File: config.mk
export PLATFORM = sky130hd
export DESIGN_NAME = tcp_retx_queue
export DESIGN_NICKNAME = d
export VERILOG_FILES = /design/src/rtl/tcp_retx_queue_pkg.sv /design/src/rtl/tcp_retx_queue_rto.sv /design/src/rtl/tcp_retx_queue.sv
export SDC_FILE = /design/constraint.sdc
export NUM_CORES = 1
export LEC_CHECK = 0
export ABC_AREA = 0
export BUFFER_PORTS_ARGS = -buffer_cell sky130_fd_sc_hd__buf_2
export CORE_UTILIZATION = 48
export DETAILED_ROUTE_END_ITERATION = 10
export PLACE_DENSITY = 0.66
export SLEW_MARGIN = 20
export SYNTH_ARGS = -nofsm -noshare
export SYNTH_HDL_FRONTEND = slang
export SYNTH_SLANG_ARGS = --single-unit
File: constraint.sdc
create_clock -name clk -period 4.9 [get_ports clk]
set_input_delay 0.245 -clock clk [delete_from_list [all_inputs] [get_ports clk]]
set_output_delay 0.245 -clock clk [all_outputs]
set_load 0.05 [all_outputs]
File: src/rtl/tcp_retx_queue_pkg.sv
// Shared types, defaults and mod-2^32 sequence helpers for the retransmission queue.
package tcp_retx_queue_pkg;

  localparam int unsigned RTO_INIT_DEF    = 200;
  localparam int unsigned RTO_MAX_DEF     = 6400;
  localparam int unsigned MAX_RETRIES_DEF = 5;
  localparam int unsigned RETRY_W         = 8;

  // TCP flag bit positions within the 8-bit flags byte
  localparam int unsigned FLAG_FIN = 0;
  localparam int unsigned FLAG_SYN = 1;

  typedef struct packed {
    logic [31:0] seq;
    logic [31:0] end_seq;
    logic [15:0] len;
    logic [7:0]  flags;
  } retx_entry_t;

  typedef enum logic [1:0] {
    IDLE  = 2'd0,
    RETX  = 2'd1,
    ABORT = 2'd2
  } retx_state_t;

  function automatic logic seq_lt(input logic [31:0] a, input logic [31:0] b);
    logic [31:0] d;
    d = a - b;
    return d[31];
  endfunction

  function automatic logic seq_le(input logic [31:0] a, input logic [31:0] b);
    return (a == b) || seq_lt(a, b);
  endfunction

  // SYN and FIN each consume one unit of sequence space
  function automatic logic [31:0] seg_len(input logic [15:0] len, input logic [7:0] flags);
    return {16'd0, len} + {31'd0, flags[FLAG_SYN]} + {31'd0, flags[FLAG_FIN]};
  endfunction

endpackage

File: src/rtl/tcp_retx_queue_rto.sv
// Retransmission timer: RTO value with exponential backoff, tick countdown, retry counter.
module tcp_rto_timer
  import tcp_retx_queue_pkg::*;
#(
  parameter int unsigned TIMER_W  = 16,
  parameter int unsigned RTO_INIT = RTO_INIT_DEF,
  parameter int unsigned RTO_MAX  = RTO_MAX_DEF
) (
  input  logic               clk,
  input  logic               rst,
  input  logic               tick,
  input  logic               load,
  input  logic               progress,
  input  logic               keep,
  input  logic               backoff,
  output logic               expire,
  output logic [RETRY_W-1:0] retries
);

  localparam logic [TIMER_W-1:0] RTO_INIT_V = TIMER_W'(RTO_INIT);
  localparam logic [TIMER_W-1:0] RTO_MAX_V  = TIMER_W'(RTO_MAX);

  logic [TIMER_W-1:0] rto;
  logic [TIMER_W-1:0] timer;
  logic               running;
  logic [TIMER_W:0]   rto_dbl;
  logic [TIMER_W-1:0] rto_next;

  // doubling carried one bit wider so the ceiling compare never sees a wrapped value
  assign rto_dbl  = {rto, 1'b0};
  assign rto_next = (rto_dbl > {1'b0, RTO_MAX_V}) ? RTO_MAX_V : rto_dbl[TIMER_W-1:0];
  assign expire   = tick & running & (timer == TIMER_W'(1));

  // progress beats backoff beats arming beats countdown; expiry leaves the timer stopped
  always_ff @(posedge clk) begin
    if (rst) begin
      rto     <= RTO_INIT_V;
      timer   <= '0;
      running <= 1'b0;
      retries <= '0;
    end else if (progress) begin
      rto     <= RTO_INIT_V;
      retries <= '0;
      timer   <= keep ? RTO_INIT_V : '0;
      running <= keep;
    end else if (backoff) begin
      retries <= retries + RETRY_W'(1);
      rto     <= rto_next;
      timer   <= rto_next;
      running <= 1'b1;
    end else if (load) begin
      timer   <= rto;
      running <= 1'b1;
    end else if (tick && running) begin
      timer <= timer - TIMER_W'(1);
      if (timer == TIMER_W'(1)) running <= 1'b0;
    end
  end

endmodule

File: src/rtl/tcp_retx_queue.sv
// Per-connection retransmission queue: ring of unacked segments, cumulative-ACK release,
// RTO-driven re-presentation of the head segment and abort after too many retries.
//
//  state | meaning
//  IDLE  | waiting for pushes/acks; timer may be running
//  RETX  | head segment presented on retx_*, pops held off until retx_ready
//  ABORT | retries exhausted; sticky until rst/clear
module tcp_retx_queue
  import tcp_retx_queue_pkg::*;
#(
  parameter int unsigned DEPTH       = 4,
  parameter int unsigned PADDR_W     = 2,
  parameter int unsigned TIMER_W     = 16,
  parameter int unsigned RTO_INIT    = RTO_INIT_DEF,
  parameter int unsigned RTO_MAX     = RTO_MAX_DEF,
  parameter int unsigned MAX_RETRIES = MAX_RETRIES_DEF
) (
  input  logic                     clk,
  input  logic                     rst,
  input  logic                     clear,
  input  logic                     timer_tick,
  input  logic                     push_valid,
  output logic                     push_ready,
  input  logic [31:0]              push_seq,
  input  logic [15:0]              push_len,
  input  logic [7:0]               push_flags,
  input  logic [PADDR_W-1:0]       push_paddr,
  input  logic                     ack_valid,
  input  logic [31:0]              ack_num,
  output logic                     retx_valid,
  input  logic                     retx_ready,
  output logic [31:0]              retx_seq,
  output logic [15:0]              retx_len,
  output logic [7:0]               retx_flags,
  output logic [PADDR_W-1:0]       retx_paddr,
  output logic                     free_valid,
  output logic [PADDR_W-1:0]       free_paddr,
  output logic [$clog2(DEPTH):0]   count,
  output logic                     abort
);

  localparam int unsigned IDX_W = $clog2(DEPTH);
  localparam int unsigned PTR_W = IDX_W + 1;

  retx_entry_t        ring       [DEPTH];
  logic [PADDR_W-1:0] ring_paddr [DEPTH];
  logic [PTR_W-1:0]   wr_ptr, rd_ptr;
  logic [31:0]        ack_reg, snd_nxt;
  logic               ack_seen;
  retx_state_t        state_q, state_d;
  retx_entry_t        head;
  logic               rst_all, full, empty, push_fire, pop, ack_take;
  logic               keep, timer_load, handshake, expire, expire_now;
  logic [RETRY_W-1:0] retries;

  assign rst_all    = rst | clear;
  assign empty      = (wr_ptr == rd_ptr);
  assign full       = (wr_ptr[PTR_W-1] != rd_ptr[PTR_W-1]) &&
                      (wr_ptr[IDX_W-1:0] == rd_ptr[IDX_W-1:0]);
  assign count      = wr_ptr - rd_ptr;
  assign head       = ring[rd_ptr[IDX_W-1:0]];
  assign push_ready = !full && (state_q != ABORT) && !rst_all;
  assign push_fire  = push_valid && push_ready;
  // ack_seen keeps the reset value of ack_reg from releasing anything before a real ACK arrives
  assign pop        = !empty && (state_q != RETX) && ack_seen && !seq_lt(ack_reg, head.end_seq);
  assign ack_take   = ack_valid && (!ack_seen ||
                      (seq_lt(ack_reg, ack_num) && !seq_lt(snd_nxt, ack_num)));
  assign keep       = pop && ((count > PTR_W'(1)) || push_fire);
  assign timer_load = push_fire && empty;
  assign handshake  = (state_q == RETX) && retx_ready;
  assign expire_now = expire && !pop && (state_q == IDLE);

  assign retx_valid = (state_q == RETX);
  assign abort      = (state_q == ABORT);
  assign retx_seq   = head.seq;
  assign retx_len   = head.len;
  assign retx_flags = head.flags;
  assign retx_paddr = ring_paddr[rd_ptr[IDX_W-1:0]];

  tcp_rto_timer #(
    .TIMER_W  (TIMER_W),
    .RTO_INIT (RTO_INIT),
    .RTO_MAX  (RTO_MAX)
  ) u_rto (
    .clk      (clk),
    .rst      (rst_all),
    .tick     (timer_tick),
    .load     (timer_load),
    .progress (pop),
    .keep     (keep),
    .backoff  (handshake),
    .expire   (expire),
    .retries  (retries)
  );

  // state register
  always_ff @(posedge clk) begin
    if (rst_all) state_q <= IDLE;
    else         state_q <= state_d;
  end

  // next-state: expiry either retransmits or gives up, handshake returns to IDLE
  always_comb begin
    state_d = state_q;
    case (state_q)
      IDLE:    if (expire_now) state_d = (retries == RETRY_W'(MAX_RETRIES)) ? ABORT : RETX;
      RETX:    if (retx_ready) state_d = IDLE;
      ABORT:   state_d = ABORT;
      default: state_d = IDLE;
    endcase
  end

  // ring storage; contents are don't-care outside the occupied window so no reset
  always_ff @(posedge clk) begin
    if (push_fire) begin
      ring[wr_ptr[IDX_W-1:0]]       <= '{seq:     push_seq,
                                         end_seq: push_seq + seg_len(push_len, push_flags),
                                         len:     push_len,
                                         flags:   push_flags};
      ring_paddr[wr_ptr[IDX_W-1:0]] <= push_paddr;
    end
  end

  // pointers, sequence tracking and the free pulse
  always_ff @(posedge clk) begin
    if (rst_all) begin
      wr_ptr     <= '0;
      rd_ptr     <= '0;
      ack_reg    <= '0;
      ack_seen   <= 1'b0;
      snd_nxt    <= '0;
      free_valid <= 1'b0;
      free_paddr <= '0;
    end else begin
      free_valid <= pop;
      if (push_fire) begin
        wr_ptr  <= wr_ptr + PTR_W'(1);
        snd_nxt <= push_seq + seg_len(push_len, push_flags);
      end
      if (pop) begin
        rd_ptr     <= rd_ptr + PTR_W'(1);
        free_paddr <= ring_paddr[rd_ptr[IDX_W-1:0]];
      end
      if (ack_take) begin
        ack_reg  <= ack_num;
        ack_seen <= 1'b1;
      end
    end
  end

endmodule

==> results.yml <==
place:
  dp_hpwl_mm: 34.0
  place_ws_ns: 0.471
  gp_congestion: 0.833
  dp.cells: 2303
  io_buffers: 163
finish:
  final_core_util_pct: 58.4
  syn2layout_area_growth_pct: 18.7
  largest_reg_flops: 352
  final_layout_size_suffix_gt1_share_pct: 20.7
  instances_no_fill: 2490
  antennaDiodeCount: 0
  fin_nets: 2089
route:
  vias_per_cell: 5.77
  post-route-drc-count: 0
  vias: 14400
  wl_per_cell_microns: 20.8
  routed_wl_mm: 51.9
  drtPass1Iterations: 5
  drtIter0Drc: 1178
  postRouteAntennaNets: 0
synth:
  netlist_instances: 1596
  synth_nets: 1829
  synth.most_common_cell: "edfxtp_1"
  synth_top_area_share_pct: 49.3
  synth.area.top_cells: "edfxtp_1 (49%), dfxtp_1 (11%), mux4_2 (9.1%)"
  seq_area_frac_synth_pct: 59.9
  syn_area_per_cell_sq_um: 13.7
  ys_ff_latch: 476
  ys_warn_count: 0
  synth_top_cell_by_area: "edfxtp_1"
  ys_async_sr_fraction_pct: 0
  syn_area_sq_um: 21900
  synth.cells.most_frequent: "edfxtp_1 (360), ha_1 (133), dfxtp_1 (116), nand2_1 (92), mux4_2 (89)"
  synth_edf_count: 360
  synth_cell_types: 67
  ys.flop_type: "edfxtp_1"
outcome:
  status: "completed"
sta:
  period_needed_ns: 4.37
  timing.slew.headroom_pct: 25.9
  tightest_slew_ns: 1.11
  finalSetupViolCount: 0
  finalCritPeriodShare_pct: 89.1
  setup_tns_ns: 0
  fmax_mhz: 229
  worst_slack_ns: 0.534
  skew_ns: 0.0151
  hold_viol: 0
  fin_hold_ws_ns: 0.0426
  rsz0062_at_grt: "false"
  finalMaxSlewViolations: 0
cts:
  clk_pin_slew_ns: 0.06
  clk_latency_ns: 0.59
  clkSinkCount: 476
  post-cts-setup-buffers: 0
  numCtsBuffers: 51
  cts_tree: "done"
  h-tree-depth: 2
  root_buffer: "clkbuf_16"
  clockBufferDepth: 3
floorplan:
  die_h_microns: 216
  core_sq_um: 44600
  dieArea_sq_um: 46600
  start_util_pct: 49.2
  num_rows: 77
  io_pins: 164
  fp.dieW_microns: 216
worst_setup_path:
  worstSetupPathType: "reg -> reg"
  endpoint_kind: "flop"
  required_ns: 5.35
  critPathMaxFanout: 34
  crit_buf_inv: 3
  cp_common_cell: "buf_4"
  critPathArrivalTime_ns: 4.81
  crit_path_max_incr_delay_ns: 0.77
  worstPathCellList: "buf_4 -> mux4_2 -> inv_1 -> ha_1 -> a21oi_1 -> a21boi_0 -> a211oi_1 -> o211ai_1 -> nor2b_1 -> nor2_2 -> buf_4 -> nand2_2 -> a2111oi_0"
  setup.worst_path.start_class: "flop"
  path_delay_family: "compound AO/OA/AOI/OAI gates"
  crit_slowest_cell: "dfxtp_4"
power:
  power.density_nw_per_um2: 344
  irDropWorstVdd_mv: 0.286
  leakagePower_nw: 9.70
  swShare_pct: 23.6
  p_comb_share_pct: 9.0
  clockPowerShare_pct: 41.0
  p_int_mw: 6.84
  power_frac_seq_pct: 50.0
  p_switching_mw: 2.11
hold_path:
  hold_path_class: "in -> reg"
grt:
  first_global_vias: 14100
  grt-ovfl-total: 0
  grt_pass1_wl_mm: 81.4
  antenna_found_initial: 0
  grt_max_degree: 66
  track_usage_pct: 22.5
run:
  cap_violations: 0
==> cell type report <==
type / count / area [sq um]
well taps: 592 / 741
multi-input cells: 952 / 8190
flip-flops and latches: 476 / 13100
clock inverters: 26 / 190
repair buffers: 288 / 2050
inverters: 87 / 327
fillers: 3463 / 18600
clock buffers: 69 / 1400
==> cells by family (layout without fill, tap and decap cells) <==
| family | count (synthesis) | in the layout | share of synthesized area [%] |
|---|---|---|---|
| buffers and inverters | 168 | 470 | 2.94 |
| muxes | 96 | 96 | 9.47 |
| adders and majority gates | 136 | 136 | 7.86 |
| AOI/OAI and AO/OA | 285 | 285 | 8.82 |
| and+or+nand+nor | 376 | 376 | 8.67 |
| DFF | 476 | 476 | 59.9 |
| xor gates and xnor gates | 59 | 59 | 2.39 |
==> path summary, 6_finish.rpt <==
kind / start / to / slack (ns) / depth (start not counted)
worst min register to register: snd_nxt[14] / snd_nxt[14] / 0.46 / 2
worst max-delay path: flop / u_rto.timer[13] / 0.53 / 13
worst max register to register: flop / u_rto.timer[13] / 0.53 / 13
worst min-delay path: rst / snd_nxt[11] / 0.04 / 4
==> layer usage <==
metal | GRT usage (%) | vias up | part of all wire [%]
li1 | - | 6735 | -
met1 | 34.3 | 7171 | 48
met2 | 33.6 | 421 | 45
met3 | 4.12 | 50 | 6.3
met4 | 4.87 | 0 | 1.4
met5 | 0 | - | 0
==> cells in the final DEF (no fill, tap or decap), types with 6 or more instances in the layout <==
| master | n |
|---|---|
| dfxtp_1 | 113 |
| buf_4 | 29 |
| mux4_2 | 89 |
| a211oi_1 | 6 |
| clkinv_1 | 9 |
| buf_2 | 163 |
| edfxtp_1 | 360 |
| dlygate4sd3_1 | 91 |
| nand2b_1 | 6 |
| o211a_1 | 7 |
| a221o_1 | 6 |
| nor3_1 | 12 |
| o21ba_2 | 7 |
| clkbuf_16 | 53 |
| nand4_1 | 40 |
| clkinv_2 | 12 |
| o21ai_0 | 37 |
| nor2_1 | 71 |
| a21o_1 | 22 |
| xnor2_1 | 37 |
| nand3_1 | 47 |
| o211ai_1 | 51 |
| ha_1 | 133 |
| a21oi_1 | 72 |
| a311oi_1 | 6 |
| inv_1 | 86 |
| clkbuf_1 | 15 |
| and4_1 | 7 |
| nor4_1 | 40 |
| nor2b_1 | 13 |
| and3_1 | 16 |
| xor2_1 | 21 |
| nand2_1 | 92 |
| or2_2 | 10 |
| a31oi_1 | 38 |
==> power groups by stage <==
stage | clock, mW | sequential, mW | combinational (mW)
finish | 3.67 | 4.48 | 0.804
global route | 3.90 | 4.48 | 0.891
CTS | 3.75 | 4.48 | 0.801
detailed placement | 0 | 4.56 | 0.737
global placement | 0 | 4.56 | 0.717
floorplan | 0 | 4.55 | 0.492
==> worst register-to-register path, stage by stage, from the launching register on <==
cell       delay [ns]
dfxtp_4          0.77
buf_4            0.43
mux4_2           0.55
inv_1            0.07
ha_1             0.24
a21oi_1          0.15
a21boi_0         0.10
a211oi_1         0.31
o211ai_1         0.17
nor2b_1          0.17
nor2_2           0.12
buf_4            0.24
nand2_2          0.42
a2111oi_0        0.48
==> repair_timing <==
action,CTS,global route
endpoints found under the hold margin,265,0
gates resized for setup,0,0
hold buffers,91,0
==> stage by stage <==
| step | area, sq um | power (mW) |
|---|---|---|
| 3_3_place_gp | 23500 | 5.28 |
| 3_5_place_dp | 23500 | 5.30 |
| 2_1_floorplan | 21900 | 5.04 |
| 5_1_grt | 26000 | 9.27 |
| 6_report | 26000 | 8.95 |
| 4_1_cts | 26000 | 9.03 |
Note: power is estimated with default switching activity, not from simulation.
